===== config.mk =====
export PLATFORM = sky130hd
export DESIGN_NAME = pwm_hbridge_driver
export DESIGN_NICKNAME = d
export VERILOG_FILES = /design/src/rtl/pwm_hbridge_driver.sv
export SDC_FILE = /design/constraint.sdc
export NUM_CORES = 1
export LEC_CHECK = 0
export ABC_CLOCK_PERIOD_IN_PS = 2920
export BUFFER_PORTS_ARGS = -buffer_cell sky130_fd_sc_hd__buf_2
export CAP_MARGIN = 40
export CELL_PAD_IN_SITES_DETAIL_PLACEMENT = 2
export CELL_PAD_IN_SITES_GLOBAL_PLACEMENT = 2
export CORE_MARGIN = 2
export CORE_UTILIZATION = 39
export DETAILED_ROUTE_END_ITERATION = 10
export GPL_TIMING_DRIVEN = 0
export PLACE_DENSITY_LB_ADDON = 0.1
export SYNTH_ARGS = -nofsm -noshare
export SYNTH_HDL_FRONTEND = slang
export SYNTH_SLANG_ARGS = --single-unit

===== constraint.sdc =====
create_clock -name CLK -period 2.92 [get_ports CLK]
set_clock_uncertainty 0.2 [all_clocks]
set_input_delay 0.584 -clock CLK [delete_from_list [all_inputs] [get_ports CLK]]
set_output_delay 0.584 -clock CLK [all_outputs]
set_load 0.005 [all_outputs]

===== src/rtl/pwm_hbridge_driver.sv =====
`default_nettype none
// ============================================================================
// Module   : pwm_hbridge_driver
// Brief    : Sign/magnitude PWM generator for an H-bridge with dead-time
//            insertion on direction reversal.
// Revision : 1.0 - initial release
// ============================================================================
module pwm_hbridge_driver #(
    parameter int PERIOD   = 800,
    parameter int DEADTIME = 16
) (
    input  logic        CLK,
    input  logic        reset,
    input  logic        enable,
    input  logic [23:0] duty,
    output logic        pwm,
    output logic        dir,
    output logic        period_tick
);

    localparam logic [1:0]  c_IDLE     = 2'd0;
    localparam logic [1:0]  c_RUN      = 2'd1;
    localparam logic [1:0]  c_DT       = 2'd2;
    localparam logic [23:0] c_PERIOD   = 24'(PERIOD);
    localparam logic [23:0] c_CNT_LAST = 24'(PERIOD - 1);
    localparam logic [23:0] c_DT_LAST  = 24'(DEADTIME - 1);

    logic [23:0] cnt_q, cnt_d;
    logic [23:0] mag_s_q, mag_s_d;
    logic [23:0] dt_q, dt_d;
    logic        sign_s_q, sign_s_d;
    logic        pwm_q, pwm_d;
    logic        dir_q, dir_d;
    logic        blank_q, blank_d;
    logic [1:0]  state_q, state_d;

    logic        sample;
    logic [23:0] duty_abs;
    logic [23:0] mag_n;
    logic        sign_n;
    logic        rev_n;

    // Magnitude is formed unsigned, so -2^23 negates to exactly 2^23 without overflow.
    always_comb begin
        sample   = (cnt_q == c_CNT_LAST);
        duty_abs = duty[23] ? (~duty + 24'd1) : duty;
        mag_n    = (duty_abs > c_PERIOD) ? c_PERIOD : duty_abs;
        sign_n   = (duty == 24'd0) ? dir_q : duty[23];
        rev_n    = (sign_n != dir_q) && (mag_n != 24'd0);
    end

    // Transition decisions at the sample edge use the values being latched
    // into the shadow registers on that same edge.
    always_comb begin
        cnt_d    = sample ? 24'd0 : cnt_q + 24'd1;
        mag_s_d  = sample ? mag_n : mag_s_q;
        sign_s_d = sample ? sign_n : sign_s_q;
        state_d  = state_q;
        dir_d    = dir_q;
        blank_d  = sample ? 1'b0 : blank_q;
        dt_d     = 24'd0;

        case (state_q)
            c_IDLE: begin
                if (sample && enable) begin
                    state_d = rev_n ? c_DT : c_RUN;
                end
            end
            c_RUN: begin
                if (sample && rev_n) begin
                    state_d = c_DT;
                end
            end
            c_DT: begin
                dt_d = dt_q + 24'd1;
                if (dt_q == c_DT_LAST) begin
                    state_d = c_RUN;
                    dir_d   = sign_s_q;
                    blank_d = 1'b1;
                end
            end
            default: begin
                state_d = c_IDLE;
            end
        endcase

        if (!enable) begin
            state_d = c_IDLE;
            dir_d   = dir_q;
        end

        // Gate with both current and next state so pwm is low on every
        // edge that enters or leaves RUN; blank holds off the rest of a
        // period that began in dead-time.
        pwm_d = (state_q == c_RUN) && (state_d == c_RUN) && !blank_q
                && (cnt_q < mag_s_q);
    end

    always_ff @(posedge CLK or posedge reset) begin
        if (reset) begin
            cnt_q    <= 24'd0;
            mag_s_q  <= 24'd0;
            sign_s_q <= 1'b0;
            dt_q     <= 24'd0;
            state_q  <= c_IDLE;
            pwm_q    <= 1'b0;
            dir_q    <= 1'b0;
            blank_q  <= 1'b0;
        end else begin
            cnt_q    <= cnt_d;
            mag_s_q  <= mag_s_d;
            sign_s_q <= sign_s_d;
            dt_q     <= dt_d;
            state_q  <= state_d;
            pwm_q    <= pwm_d;
            dir_q    <= dir_d;
            blank_q  <= blank_d;
        end
    end

    assign pwm         = pwm_q;
    assign dir         = dir_q;
    assign period_tick = sample;

endmodule
`default_nettype wire

==> results.md, run 1 <==
* Status: complete, no violations
* Max Clock Freq at 0.345 GHz
* Post-place setup slack at -0.629 ns
* Rel. slew slack at 0.604
* Number of global-route vias before repair at 4,358
* Most used cell, CP: or4_4
* Main synth FF type: dfrtp_1
* Detailed-route DRC error count at 0
* First-pass DRT Iterations at 4
* Width of the die at 114 µm
* Post-synth EDFFs at 0
* Time the worst path needs with I/O delays and setup at 2.90 ns
* Layout Nets at 613
* Filler cell count in the final layout at 1,261
* WS Path Type: in2reg
* Layout overhead on the synthesized area at 21.7%
* CP required at 2.91 ns
* Max rail drop VDD at 0.000198 V
* Largest area contributor in the netlist: dfrtp_1
* Number of H-tree levels at 3
* Cell Area, Synth at 4690 µm²
* RSZ-0062 raised after global routing: yes
* Setup violators final at 0
* Most common cell in the netlist: dfrtp_1
* Fin crit share at 0.993
* Dpl hpwl at 9420 µm
* TritonCTS Sinks at 78
* Post-Syn Instances at 510
* Port Buffers at 25
* Hold path depth at 1
* Post-layout power at 2.58 mW
* R2R depth at 7
* Antenna Nets Post-Route at 0
* Pwr Density at 452 nW/µm²
* Vias at 4,038
* Core Box Area at 11,900 µm²
* Crit path largest cell delay at 0.56 ns
* Final WS setup at 0.0201 ns
* Via/cell ratio at 5.67
* Die H at 114 µm
* Wire length per cell at 19.1 µm
* Leading post-synthesis cells by cell area: dfrtp_1 42%, ha_1 6.9%, nor2_1 6.1%
* Final Hold Violating Endpoints at 0
* Hold WS at 0.267 ns
* Critical Path AT at 2.89 ns
* Synth Warn # at 0
* Later-pin clock latency in the skew report at 0.34 ns
* Post-synth top cells: 78 x dfrtp_1, 76 x nor2_1, 35 x inv_1
* Die area at 12,900 µm²
* #FFs+latches synth at 78
* Core Util, Final at 0.481
* Worst-path maximum fanout at 3
* Worst Hold Endpoint: dt_q[0]
* Placed cell count at 683
* Top cell type's share of synthesized area at 0.416
* CP max-delay cell: or4_4
* Final wirelength at 13,600 µm
* Initial antenna violation count at 0
* Synth unique cells at 66
* Critical R2R Launch: cnt_q[19]
* CP Capture Type: flop
* Setup TNS at 0 ns
* Placer Congestion at 0.800
* Root Buffer: clkbuf_16
* CTS Buf Count at 9
* Worst hold path class: reg2reg
* Ports at 30
* CP Cell Sequence: buf_12 -> or4_4 -> nor3_4 -> o22ai_2 -> or4_4 -> nor4_4 -> buf_4 -> and2_4 -> a31oi_1
* CTS tree: yes
* Fin. max-slew vios at 0
* Leak at 2.53 nW
* Num rows at 40
* Mean post-synth cell area at 9.20 µm²
* Initial Utilization at 0.396
* GRT overflow at 0
* First-pass GRT wire length at 22,400 µm
* DRT iter0 DRCs at 121
* Hold wc startpoint: dt_q[0]
* FFs w/ async S/R, synth at 1.00
* MaxCap Viol Count at 0
* RR Endpoint: mag_s_q[8]
* Layout cell share with drive strength beyond 1 at 0.188
* Cell Area, Placed at 5050 µm²
* Post-Syn Nets at 563
* Clock transition at path regs at 0.06 ns
* Reg2reg setup slack at 0.43 ns
* Final instance area at 5710 µm²
* GRT Total Usage at 0.220
* Largest net degree at the start of global routing at 65
* Slew @ Worst Pin at 0.593 ns
* Fin cells at 712
* CP Launch Type: input port
* Worst-case clock buffer depth at 2
* Seq/Total Area, Yosys at 0.416
* N_diodes at 0
-- cell type report --
type                       instances  area (µm²)  share of cell area
inverter                          35         136              0.0239
clock inverter                     5         106              0.0186
timing repair buffer              41         313              0.0548
sequential                        78        1960               0.343
clock buffer                      11         243              0.0425
multi-input combinational        381        2680               0.470
buffer                            14        87.6              0.0153
tap                              147         184              0.0322
-- critical path: cells and delay by family --
| family | cells | cell delay [ns] |
|---|---|---|
| and+or+nand+nor | 5 | 1.79 |
| AOI/OAI and AO/OA | 2 | 0.19 |
| buffers and inverters | 2 | 0.30 |
-- cells by family (layout without fill, tap and decap cells) --
| logic type | count (synthesis) | in the layout | synth area share |
|---|---|---|---|
| mux | 2 | 2 | 0.00453 |
| flops | 78 | 78 | 0.416 |
| xor+xnor | 51 | 51 | 0.0952 |
| compound gates | 81 | 81 | 0.118 |
| fa+ha+maj | 26 | 26 | 0.0693 |
| buf+inv | 51 | 106 | 0.0445 |
| simple gates | 221 | 221 | 0.252 |
-- layout by cell type, fill, tap and decap left out, types with 14 or more instances in the layout --
| cell | netlist | final |
|---|---|---|
| buf_2 | 1 | 21 |
| buf_4 | 0 | 14 |
| dfrtp_1 | 78 | 72 |
| ha_1 | 26 | 24 |
| inv_1 | 35 | 31 |
| nand2_1 | 27 | 27 |
| nand3_1 | 19 | 19 |
| nand4_1 | 15 | 15 |
| nor2_1 | 76 | 75 |
| o21ai_0 | 18 | 16 |
| xnor2_1 | 20 | 20 |
| xor2_1 | 31 | 31 |
-- routing by layer --
layer  global-route usage  share of wire  vias up
li1                     -              -     1927
met1                0.283           0.44     2055
met2                0.375           0.52       40
met3               0.0441          0.020       16
met4               0.0683          0.015        0
met5                    0              0        -
-- worst max-delay path by stage --
| stage | from | to | slack [ns] | depth (start not counted) |
|---|---|---|---|---|
| 4_1_cts | duty[13] | state_q[1] | 0.002 | 8 |
| 2_1_floorplan | duty[17] | state_q[1] | -0.01 | 8 |
| 3_5_place_dp | duty[0] | state_q[1] | -0.63 | 10 |
| 5_1_grt | cnt_q[19] | period_tick | -0.07 | 6 |
| 6_report | duty[18] | mag_s_q[9] | 0.02 | 9 |
| 3_3_place_gp | reset | mag_s_q[0] | -0.91 | 2 |
-- where the power goes --
part	switching (mW)	total (mW)	internal (mW)
combinational	0.115	0.186	0.0712
clock	0.451	1.31	0.860
sequential	0.00000329	1.08	1.08
-- flip-flops by register name, indices dropped and copies added, names as in the netlist --
| register | flops |
|---|---|
| mag_s_q | 24 |
| cnt_q | 24 |
| dir | 1 |
| blank_q | 1 |
| sign_s_q | 1 |
| dt_q | 24 |
| pwm | 1 |
| state_q | 2 |
-- repair_timing --
action / 4_1_cts / 5_1_grt
setup endpoints to repair: 14 / 14
gates resized for setup: 22 / 39
setup buffers: 8 / 6
endpoints found under the hold margin: 14 / 0
gates cloned: 0 / 0
hold buffers: 1 / 0
pin swaps: 9 / 8
No activity file was read; power rests on OpenSTA's default activity.
==> run 2, diff against run 1 <==
--- a/constraint.sdc
+++ b/constraint.sdc
@@ -4,2 +4,2 @@
 set_output_delay 0.584 -clock CLK [all_outputs]
-set_load 0.005 [all_outputs]
+set_load 0.05 [all_outputs]
==> run 2 against run 1 <==
Cell area is 1.2% higher. Critical path depth stayed put. Global-route usage stayed put. Sequential power hardly changed. Flip-flop and latch count stayed put. Die area stayed put. Wire length is 2.6% higher. Maximum frequency is 0.56% lower. Critical path type unchanged. Largest power group unchanged.
==> results.md, run 2 (synthesized netlist as in run 1, its figures left out) <==
* Final Hold Violating Endpoints at 0 (unchanged)
* TritonCTS Sinks at 78 (unchanged)
* Met1 GRT Util at 0.283 (unchanged)
* Pwr Density at 446 nW/µm² (-1.2%)
* Via/cell ratio at 5.72 (+0.79%)
* Layout Nets at 619 (+0.98%)
* Multi-input logic area at 2690 µm² (+0.37%)
* First-pass GRT wire length at 22,400 µm (unchanged)
* Detailed-route DRC error count at 0 (unchanged)
* Fin. max-slew vios at 0 (unchanged)
* Number of global-route vias before repair at 4,358 (unchanged)
* CTS Buf Count at 9 (unchanged)
* Placer Congestion at 0.800 (unchanged)
* Sw frac at 0.219 (-0.000368)
* Worst-path maximum fanout at 3 (unchanged)
* RSZ-0062 raised after global routing: yes
* Worst-case clock buffer depth at 2 (unchanged)
* Hold WS at 0.266 ns (-0.000723 ns)
* Wire length per cell at 19.5 µm (+1.8%)
* Largest net degree at the start of global routing at 65 (unchanged)
* CP Capture Type: flop
* Sequential share of power at 0.419 (about the same)
* Status: complete, no violations
* Critical R2R Launch: cnt_q[19]
* Initial antenna violation count at 0 (unchanged)
* Leak at 2.56 nW (+1.2%)
* Comb pwr share at 0.073 (about the same)
* Filler cell count in the final layout at 1,257 (-0.32%)
* Crit path largest cell delay at 0.56 ns (about the same)
* Commonest non-fill, non-tap cells in the layout: 75 x nor2_1, 69 x dfrtp_1, 31 x inv_1, 31 x xor2_1, 27 x nand2_1
* Port Buffers at 25 (unchanged)
* Layout overhead on the synthesized area at 23.1%
* Clk pwr share at 0.508 (about the same)
* Clock transition at path regs at 0.06 ns (about the same)
* Core Box Area at 11,900 µm² (unchanged)
* Register Area at 1960 µm² (+0.19%)
* GRT overflow at 0 (unchanged)
* Met2 GRT Util at 0.375 (unchanged)
* Width of the die at 114 µm (unchanged)
* Worst hold path class: reg2reg
* Final instance area at 5780 µm² (+1.2%)
* Final wirelength at 14,000 µm (+2.6%)
* CP required at 2.90 ns (about the same)
* Final WS setup at 0.00368 ns (-0.0164 ns)
* Rel. slew slack at 0.597 (-0.00766)
* Cell Area, Placed at 5050 µm² (unchanged)
* CTS tree: yes
* Later-pin clock latency in the skew report at 0.34 ns (about the same)
* Internal at 2.01 mW (about the same)
* P_sw at 565 µW (-0.22%)
* CP Cell Sequence: buf_12 -> or4_4 -> nor3_4 -> o22ai_2 -> or4_4 -> nor4_4 -> buf_4 -> and2_4 -> a31oi_4
* Antenna Nets Post-Route at 0 (unchanged)
* CP max-delay cell: or4_4
* Root Buffer: clkbuf_16
* Number of H-tree levels at 3 (unchanged)
* Max rail drop VDD at 0.000198 V (-0.28%)
* Vias at 4,104 (+1.6%)
* First-pass DRT Iterations at 4 (unchanged)
* CP Launch Type: input port
* Num rows at 40 (unchanged)
* GRT Total Usage at 0.220 (unchanged)
* Die H at 114 µm (unchanged)
* Most used cell, CP: or4_4
* Hold path depth at 1 (unchanged)
* RR Endpoint: mag_s_q[8]
* Fin crit share at 0.999 (+0.00563)
* Critical Path AT at 2.90 ns (about the same)
* Slew @ Worst Pin at 0.605 ns (+0.0115 ns)
* DRT iter0 DRCs at 130 (+7.4%)
* Time the worst path needs with I/O delays and setup at 2.92 ns (+0.0164 ns)
* Layout cell share with drive strength beyond 1 at 0.201 (+0.0138)
* Most common cell after layout, fill and taps aside: nor2_1
* GR Util met3 at 0.0441 (unchanged)
* Dpl hpwl at 9420 µm (unchanged)
* R2R depth at 7 (unchanged)
* Max Clock Freq at 0.343 GHz (-0.56%)
* Ports at 30 (unchanged)
* MaxCap Viol Count at 0 (unchanged)
* Initial Utilization at 0.396 (unchanged)
* Post-place setup slack at -0.629 ns (unchanged)
* Largest regs: cnt_q (24), dt_q (24), mag_s_q (24)
* Reg2reg setup slack at 0.41 ns (-0.02 ns)
* Worst Hold Endpoint: dt_q[0]
* Die area at 12,900 µm² (unchanged)
* N_diodes at 0 (unchanged)
* Setup violators final at 0 (unchanged)
* Most crowded layer after global routing: met2
* Hold wc startpoint: dt_q[0]
* WS Path Type: in2reg
-- run 2: changes by cell type in the layout (fill, tap and decap cells not counted) --
cell / before / now
buf_6: 5 / 6
inv_4: 2 / 3
ha_2: 1 / 0
ha_4: 1 / 2
dfrtp_1: 72 / 69
dfrtp_2: 6 / 9
inv_2: 2 / 1
buf_2: 21 / 20
buf_4: 14 / 20
-- run 2: worst max-delay path by stage --
stage,start,to,slack (ns),depth (start not counted)
after CTS,cnt_q[6],period_tick,-0.04,6
after global routing,cnt_q[19],period_tick,-0.07,6
after floorplan,duty[17],state_q[1],-0.01,8
after detailed placement,duty[0],state_q[1],-0.63,10
after global placement,reset,mag_s_q[0],-0.91,2
final,duty[18],mag_s_q[8],0.004,9
-- run 2: final cells by class --
cell class,instances,share of cell area
clock inverters,5,0.0184
well taps,147,0.0318
repair buffers,47,0.0630
clock buffers,11,0.0420
plain buffers,14,0.0152
multi-input cells,381,0.466
flip-flops and latches,78,0.340
inverters,35,0.0240
-- run 2: per-layer routing --
| layer | part of all wire | wire, µm | up-vias |
|---|---|---|---|
| met1 | 0.44 | 6100 | 2095 |
| met4 | 0.018 | 251 | 0 |
| met5 | 0 | 0 | - |
| li1 | - | - | 1935 |
| met2 | 0.52 | 7270 | 54 |
| met3 | 0.026 | 364 | 20 |
-- run 2: power groups by stage --
| stage | Clock (mW) | Combinational (mW) | Sequential (mW) |
|---|---|---|---|
| after floorplan | 0 | 0.0905 | 1.10 |
| after global routing | 1.38 | 0.206 | 1.08 |
| after detailed placement | 0 | 0.159 | 1.10 |
| after CTS | 1.34 | 0.171 | 1.08 |
| final | 1.31 | 0.188 | 1.08 |
| after global placement | 0 | 0.149 | 1.10 |
-- run 2: timing repair --
item	in CTS	in global routing
pin swaps	9	8
resized for setup	23	45
buffers inserted	8	12
endpoints found under the hold margin	14	0
setup endpoints to repair	14	14
hold buffers	1	0
-- run 2: critical path, delay by kind of cell --
family,cells,cell delay (ns)
simple gates,5,1.81
buf+inv,2,0.30
compound gates,2,0.20
-- run 2: per-stage QoR --
step	instances	utilization	setup TNS [ns]	power, mW
final	718	0.487	0	2.58
after global routing	718	0.487	-0.441	2.67
after CTS	706	0.466	-0.0446	2.59
after detailed placement	683	0.426	-7.27	1.26
after global placement	682	0.423	-76.98	1.25
after floorplan	510	-	-0.0113	1.19
